[src/rtl/uart_pkg.sv]
// uart_pkg: FSM states, parity constants and parity helper shared by the UART Tx and Rx
package uart_pkg;
   typedef enum logic [2:0] {IDLE, START, DATA, PARITY, STOP} state_t;
   localparam logic EVEN = 1'b1;
   localparam logic ODD  = 1'b0;
   function automatic logic parity_bit(input logic [7:0] d, input logic ptype);
      return (ptype == EVEN) ? ^d : ~^d;
   endfunction
endpackage

[src/rtl/data_sampling.sv]
// data_sampling: 3-point majority vote of the serial line around the bit centre
module data_sampling (
   input  logic       i_clk,
   input  logic       i_rst,
   input  logic       i_en,
   input  logic       i_rx,
   input  logic [5:0] i_prescale,
   input  logic [5:0] i_edge_cnt,
   output logic       o_bit
);
   logic [5:0] w_mid;
   logic [2:0] r_samp;
   assign w_mid = i_prescale >> 1;
   assign o_bit = (r_samp[0] & r_samp[1]) | (r_samp[0] & r_samp[2]) | (r_samp[1] & r_samp[2]);
   always_ff @(posedge i_clk or posedge i_rst)
      if (i_rst)
         r_samp <= '1;
      else if (i_en) begin
         if (i_edge_cnt == w_mid - 6'd1) r_samp[0] <= i_rx;
         if (i_edge_cnt == w_mid)        r_samp[1] <= i_rx;
         if (i_edge_cnt == w_mid + 6'd1) r_samp[2] <= i_rx;
      end
endmodule

[src/rtl/uart_rx.sv]
// uart_rx: oversampling UART receiver with optional parity and registered result pulses
module uart_rx
   import uart_pkg::*;
(
   input  logic       CLK,
   input  logic       RST,
   input  logic       RX_IN,
   input  logic [5:0] Prescale,
   input  logic       PAR_EN,
   input  logic       parity_type,
   output logic [7:0] P_DATA,
   output logic       Data_Valid,
   output logic       par_err,
   output logic       stp_err
);
   state_t     r_state;
   logic [5:0] r_edge_cnt, r_prescale;
   logic [3:0] r_bit_cnt;
   logic [7:0] r_shift;
   logic       r_par_en, r_ptype, r_par_fail;
   logic       w_bit, w_busy, w_wrap;
   assign w_busy = (r_state != IDLE);
   assign w_wrap = w_busy && (r_edge_cnt >= r_prescale - 6'd1);
   data_sampling u_sampler (
      .i_clk      (CLK),
      .i_rst      (RST),
      .i_en       (w_busy),
      .i_rx       (RX_IN),
      .i_prescale (r_prescale),
      .i_edge_cnt (r_edge_cnt),
      .o_bit      (w_bit)
   );
   // The detection cycle is edge 0 of the start bit, so the counter leaves IDLE at 1.
   always_ff @(posedge CLK or posedge RST)
      if (RST) begin
         r_state    <= IDLE;
         r_edge_cnt <= '0;
         r_bit_cnt  <= '0;
         r_prescale <= 6'd8;
         r_par_en   <= 1'b0;
         r_ptype    <= EVEN;
         r_par_fail <= 1'b0;
         r_shift    <= '0;
         P_DATA     <= '0;
         Data_Valid <= 1'b0;
         par_err    <= 1'b0;
         stp_err    <= 1'b0;
      end else begin
         Data_Valid <= 1'b0;
         par_err    <= 1'b0;
         stp_err    <= 1'b0;
         if (!w_busy) begin
            r_edge_cnt <= '0;
            r_bit_cnt  <= '0;
            if (!RX_IN) begin
               r_state    <= START;
               r_edge_cnt <= 6'd1;
               r_prescale <= Prescale;
               r_par_en   <= PAR_EN;
               r_ptype    <= parity_type;
               r_par_fail <= 1'b0;
            end
         end else begin
            r_edge_cnt <= w_wrap ? 6'd0 : r_edge_cnt + 6'd1;
            if (w_wrap) begin
               r_bit_cnt <= r_bit_cnt + 4'd1;
               case (r_state)
                  START:  r_state <= w_bit ? IDLE : DATA;
                  DATA: begin
                     r_shift <= {w_bit, r_shift[7:1]};
                     if (r_bit_cnt == 4'd8) r_state <= r_par_en ? PARITY : STOP;
                  end
                  PARITY: begin
                     r_par_fail <= (w_bit != parity_bit(r_shift, r_ptype));
                     r_state    <= STOP;
                  end
                  STOP: begin
                     r_state    <= IDLE;
                     P_DATA     <= r_shift;
                     Data_Valid <= !r_par_fail && w_bit;
                     par_err    <= r_par_fail;
                     stp_err    <= !w_bit;
                  end
                  default: r_state <= IDLE;
               endcase
            end
         end
      end
endmodule
[config.mk]
export PLATFORM = sky130hd
export DESIGN_NAME = uart_rx
export DESIGN_NICKNAME = d
export VERILOG_FILES = /design/src/rtl/uart_pkg.sv /design/src/rtl/data_sampling.sv /design/src/rtl/uart_rx.sv
export SDC_FILE = /design/constraint.sdc
export NUM_CORES = 1
export LEC_CHECK = 0
export BUFFER_PORTS_ARGS = -buffer_cell sky130_fd_sc_hd__buf_2
export CORE_MARGIN = 2
export CORE_UTILIZATION = 50
export CTS_BUF_LIST = sky130_fd_sc_hd__clkbuf_8
export CTS_CLUSTER_DIAMETER = 120
export DETAILED_ROUTE_END_ITERATION = 8
export PLACE_DENSITY_LB_ADDON = 0.3
export SYNTH_ARGS = -nofsm -noshare
export SYNTH_HDL_FRONTEND = slang
export SYNTH_SLANG_ARGS = --single-unit
[constraint.sdc]
create_clock -name CLK -period 6.9 [get_ports CLK]
set_clock_uncertainty 0.2 [all_clocks]
set_input_delay 0.345 -clock CLK [delete_from_list [all_inputs] [get_ports CLK]]
set_output_delay 0.345 -clock CLK [all_outputs]
set_load 0.005 [all_outputs]
# [After elaboration in Yosys (flattened, before gate mapping)]
# Index checks and enable logic that the tools add are counted.
[word_totals] register_bits=44 inputBits=11 out_inout_bits=11 word_cells=82
[op_classes] add_sub_neg=5 order_cmp=1 eq_ne=13 mux=26 bitwise=7 n_reduce_logical=15
[ops] cell="1-bit two-way mux" count=15
[ops] cell="3-bit two-way mux" count=5
[ops] cell="6-bit equality test" count=2
[ops] cell="6-bit two-way mux" count=2
[ops] cell="3-bit AND reduction" count=4
[ops] cell="3-bit case mux with 3 select lines" count=1
[ops] cell="4-bit two-way mux" count=2
[ops] cell="2-bit AND reduction" count=4
[ops] cell="8-bit XNOR reduction" count=1
[ops] cell="8-bit parity" count=1
[ops] cell="5-bit by 1-bit adder with 6-bit output (second input constant)" count=1
[ops] cell="6-bit by 1-bit adder with 6-bit output (second input constant)" count=1
[ops] cell="3-bit by 2-bit equality test with 1-bit output (second input constant)" count=2
[ops] cell="6-bit by 5-bit equality test with 1-bit output" count=1
[ops] cell="6-bit >= comparator" count=1
[ops] cell="2-bit by 1-bit inequality test with 1-bit output (second input constant)" count=3
[ops] cell="5-bit by 1-bit subtractor with 6-bit output (second input constant)" count=1
[ops] cell="6-bit by 1-bit subtractor with 6-bit output (second input constant)" count=1
[ops] cell="4-bit by 1-bit adder with 4-bit output (second input constant)" count=1
[ops] cell="4-bit equality test (second input constant)" count=1
[ops] cell="1-bit AND" count=3
[ops] cell="3-bit by 1-bit equality test with 1-bit output (second input constant)" count=1
[ops] cell="3-bit equality test (second input constant)" count=1
[ops] cell="3-bit inequality test (second input constant)" count=1
[ops] cell="7 further kinds" count=11

# [Depth between registers and ports, before layout]
[depth] word_depth=7 ltp_mapped=11

# [Modules after synthesis]
# A second synthesis with hierarchy kept.
[unflattened] cells_unflattened=240 hier_area_um2=2528.7
[by_module_without_submodules] module="uart_rx" instances=1 cells_each=183 area_per_inst_um2=2048.2 seq_area_each_um2=1028.5
[by_module_without_submodules] module="data_sampling" instances=1 cells_each=57 area_per_inst_um2=480.5 seq_area_each_um2=78.8

# [Worst setup path before layout]
# Ideal clock, no wire load.
[synth_timing] kind="reg-to-reg" start="register r_prescale[2]" end="register P_DATA[0]" arrival_time_ns=2.539 path_slack_ns=4.034 path_stages_with_launch=12 n_path_buf=1 path_cell_list="dfrtp_1 inv_1 ha_1 a21boi_0 nand2_1 xor2_1 ha_1 nand4_1 o221ai_1 nand3_1 buf_4 mux2_1"
[synth_via] elab_chain_cells=4
[synth_lines] item="start: declaration" line_no="uart_rx.sv:17" source="logic [5:0] r_edge_cnt, r_prescale;"
[synth_lines] item="start signal: assignment" line_no="uart_rx.sv:58" source="r_prescale <= Prescale;"
[synth_lines] item="6-bit by 1-bit subtractor with 6-bit output" line_no="uart_rx.sv:23" source="assign w_wrap = w_busy && (r_edge_cnt >= r_prescale - 6'd1);"
[synth_lines] item="6-bit >= comparator" line_no="uart_rx.sv:23"
[synth_lines] item="1-bit logical AND" line_no="uart_rx.sv:23"
[synth_lines] item="3-bit AND reduction (no source line)"
[synth_lines] item="end signal: assignment" line_no="uart_rx.sv:79" source="P_DATA <= r_shift;"
[synth_lines] item="end: declaration" line_no="uart_rx.sv:11" source="output logic [7:0] P_DATA,"
# No other way between the ends.
# A chain may end at the register's enable or synchronous reset.

# [Worst setup path after layout]
[layout_timing] start="register r_prescale[1]" end="register P_DATA[0]"
# The elaborated chain is that of the path after synthesis.

==> out/summary.json <==
{
  "status": "completed",
  "powerDensity_nw_per_um2": 390,
  "initial_cell_density_of_the_core_pct": 51.6,
  "worstMarginPinSlew_ps": 992,
  "timing_hold_violations_final": 0,
  "place_congestion": 0.839,
  "r2r_slack_ps": 3530,
  "cellLeakagePower_nw": 1.27,
  "design.core.area_um2": 4720,
  "yosysWarnings": 0,
  "via_count_of_the_first_global_routing_pass": 1649,
  "viasPerCell": 5.30,
  "clock_tree.buffer_depth": 2,
  "fin_setup_tns_ps": 0,
  "critPathMostFrequentCell": "ha_1",
  "die_height_um": 73.8,
  "cap_viol_max_count": 0,
  "synth.yosys.seq_area_share_pct": 45.4,
  "layout_commonest_cell": "dfrtp_1",
  "pin_count_of_the_biggest_net_entering_global_routing": 45,
  "drt-pass1-iter-count": 4,
  "post_route_cells_drive_above_1_share_pct": 26.3,
  "slew-limit-headroom_pct": 33.4,
  "final_period_minus_worst_setup_slack_ps": 3370,
  "clock_insertion_delay_worst_skew_ps": 300,
  "net_count_of_the_finished_layout": 266,
  "grt_first_pass_wirelength_mm": 8.00,
  "grt.total_usage_pct": 19.5,
  "required_ps": 6880,
  "cts_htree_levels": 2,
  "areaGrowthSynthToFinish_pct": 11.4,
  "final.period_utilization_pct": 48.9,
  "fp-row-count": 25,
  "cts.sink_count": 44,
  "grt_setup_unrepaired": "no",
  "detail_route.iter0.violations": 90,
  "critPathMaxStageDelay_ps": 460,
  "timing.critical_path.to": "P_DATA[0]$_DFFE_PP0P_",
  "reg2reg_to": "P_DATA[0]$_DFFE_PP0P_",
  "synth_seq_cells": 44,
  "synthDistinctLibCells": 43,
  "cp_slowest_cell": "mux2_1",
  "tritoncts": "yes",
  "crit_buf_inv": 1,
  "drc": 0,
  "cp.depth": 10,
  "synth.net_count": 242,
  "rr_startpoint": "r_prescale[1]$_DFFE_PP0P_",
  "cts-buffers-inserted": 5,
  "number_of_antenna_repair_diodes": 0,
  "die-width_um": 73.8,
  "slew_viol_final": 0,
  "syn-instance-count": 218,
  "syn_area_per_cell_um2": 11.2,
  "timing.critical_path.max_delay_family": "simple AND/OR/NAND/NOR gates",
  "worstSetupStartpoint": "r_prescale[1]$_DFFE_PP0P_",
  "path_max_fanout": 11,
  "vdd_drop_max_mv": 0.174,
  "io_pins": 22,
  "setup_viol_count_final": 0,
  "mappedNetlistArea_um2": 2440,
  "final.fill_count": 389,
  "finalCoreUtilization_pct": 57.5,
  "wirelength_mm": 4.48,
  "clock.fmax_mhz": 297,
  "die_area_um2": 5450,
  "cts.reportedPaths.clkPinSlew_ps": 90,
  "worst-endpoint-arrival_ps": 3350,
  "cts-root-buf": "clkbuf_8",
  "vias": 1643,
  "drt.antenna.violating_nets": 0,
  "post_cts_buffers": 0,
  "cp-end-kind": "register",
  "total_half_perimeter_wirelength_after_legalization_and_detailed_placement_mm": 3.17,
  "worstHoldPathType": "primary input to register",
  "avgRoutedWirePerCell_um": 14.4,
  "reg2regPathDepth": 10,
  "crit_path_start_kind": "register",
  "layout.cells.most_common_list": "dfrtp_1 (39), mux2_2 (21), buf_2 (21)",
  "port-buffer-count": 21,
  "number_of_antenna_violations_at_the_first_check_in_global_routing": 0,
  "worstPathCellList": "inv_1 > ha_1 > a21boi_0 > nand2_1 > xor2_1 > ha_1 > nand4_1 > o221ai_1 > nand3_1 > mux2_1",
  "grt-ovfl-total": 0,
  "worst-setup-path-type": "register to register"
}
per-layer routing:
layer | global-route usage [%] | vias to the layer above | share of wire, %
met5 | 0 | - | 0
met4 | 6.87 | 0 | 1.8
met3 | 5.49 | 8 | 4.0
met2 | 29.4 | 24 | 45
met1 | 26.8 | 807 | 50
li1 | - | 804 | -
flip-flops by register name, indices dropped and copies added, names as in the netlist, 3 cells and up:
| register | cells |
|---|---|
| r_edge_cnt | 6 |
| P_DATA | 8 |
| r_state | 3 |
| r_shift | 8 |
| u_sampler.r_samp | 3 |
| r_prescale | 6 |
| r_bit_cnt | 4 |
worst min-delay path by stage:
stage                     startpoint                   endpoint  slack [ps]  depth (start not counted)
2_1_floorplan                  RX_IN    r_edge_cnt[0]$_DFF_PP0_         250                          1
3_3_place_gp   P_DATA[2]$_DFFE_PP0P_      P_DATA[2]$_DFFE_PP0P_         270                          1
3_5_place_dp   P_DATA[2]$_DFFE_PP0P_      P_DATA[2]$_DFFE_PP0P_         280                          1
4_1_cts                  Prescale[0]  r_prescale[0]$_DFFE_PP0P_          30                          3
5_1_grt                  Prescale[0]  r_prescale[0]$_DFFE_PP0P_          30                          3
6_report                 Prescale[0]  r_prescale[0]$_DFFE_PP0P_          40                          3
area by class of cell:
cell class,instances,area (um2),area share [%]
Inverter,10,37.5,1.38
Timing Repair Buffer,23,123,4.52
Clock buffer,5,68.8,2.53
Clock inverter,3,47.5,1.75
Tap cell,67,83.8,3.09
Sequential cell,44,1110,40.8
Multi-Input combinational cell,158,1250,45.9
logic make-up (layout without fill, tap and decap cells):
| family | after synthesis | after routing | share of synthesized area [%] |
|---|---|---|---|
| fa+ha+maj | 14 | 14 | 7.08 |
| buf+inv | 16 | 41 | 3.39 |
| simple gates | 62 | 62 | 13.7 |
| compound gates | 24 | 24 | 6.26 |
| mux | 27 | 27 | 12.4 |
| flops | 44 | 44 | 45.4 |
| xor+xnor | 31 | 31 | 11.8 |
worst reg2reg max path, delay by kind of cell, from the launching register on:
kind | cells | cell delay [ps]
compound gates | 2 | 610
xor+xnor | 1 | 150
fa+ha+maj | 2 | 530
buf+inv | 1 | 150
flops | 1 | 430
mux | 1 | 460
simple gates | 3 | 730
cells in the mapped netlist, drive strengths merged:
library cell  number  area, um2
a21boi             1       7.51
a21o               1       7.51
a21oi              7       35.0
a311oi             2       17.5
and2               1       6.26
and3               1       6.26
buf                6       45.0
dfrtp             39        976
dfstp              5        131
ha                13        163
inv               10       37.5
maj3               1       10.0
mux2              26        293
mux2i              1       10.0
nand2             14       52.6
nand2b             2       12.5
nand3              6       35.0
nand3b             1       7.51
nand4              5       31.3
nand4b             1       8.76
nor2              17       63.8
nor2b              1       6.26
nor3               2       10.0
nor4               3       25.0
nor4b              1       15.0
o211a              1       10.0
o21ai              9       48.8
o221a              1       11.3
o221ai             1       8.76
o22ai              1       6.26
or3                5       36.3
or3b               1       8.76
or4                1       7.51
xnor2             18        158
xor2              13        129
stage by stage:
step                      cell area [um2]  hold slack [ps]  cells  power [W]  setup WS [ps]
after detailed placement             2590              280    301   0.000863           3550
after floorplan                      2440              254    218   0.000772           4030
after global routing                 2720             29.8    310    0.00115           3230
final                                2720             41.4    310    0.00106           3530
after global placement               2590              274    301   0.000852           3660
after CTS                            2720             33.4    310    0.00107           3540
power breakdown:
| group | leakage, nW | switching (W) | internal [W] |
|---|---|---|---|
| logic | 0.628 | 0.000248 | 0.000206 |
| registers | 0.580 | 0.0000810 | 0.000321 |
| clock network | 0.0583 | 0.0000929 | 0.000109 |
| total | 1.27 | 0.000422 | 0.000637 |
repair_timing:
| item | in CTS | in global routing |
|---|---|---|
| resized for setup | 0 | 0 |
| hold buffers | 1 | 0 |
| hold endpoints to repair | 39 | 0 |
(Power assumes the default switching activity.)
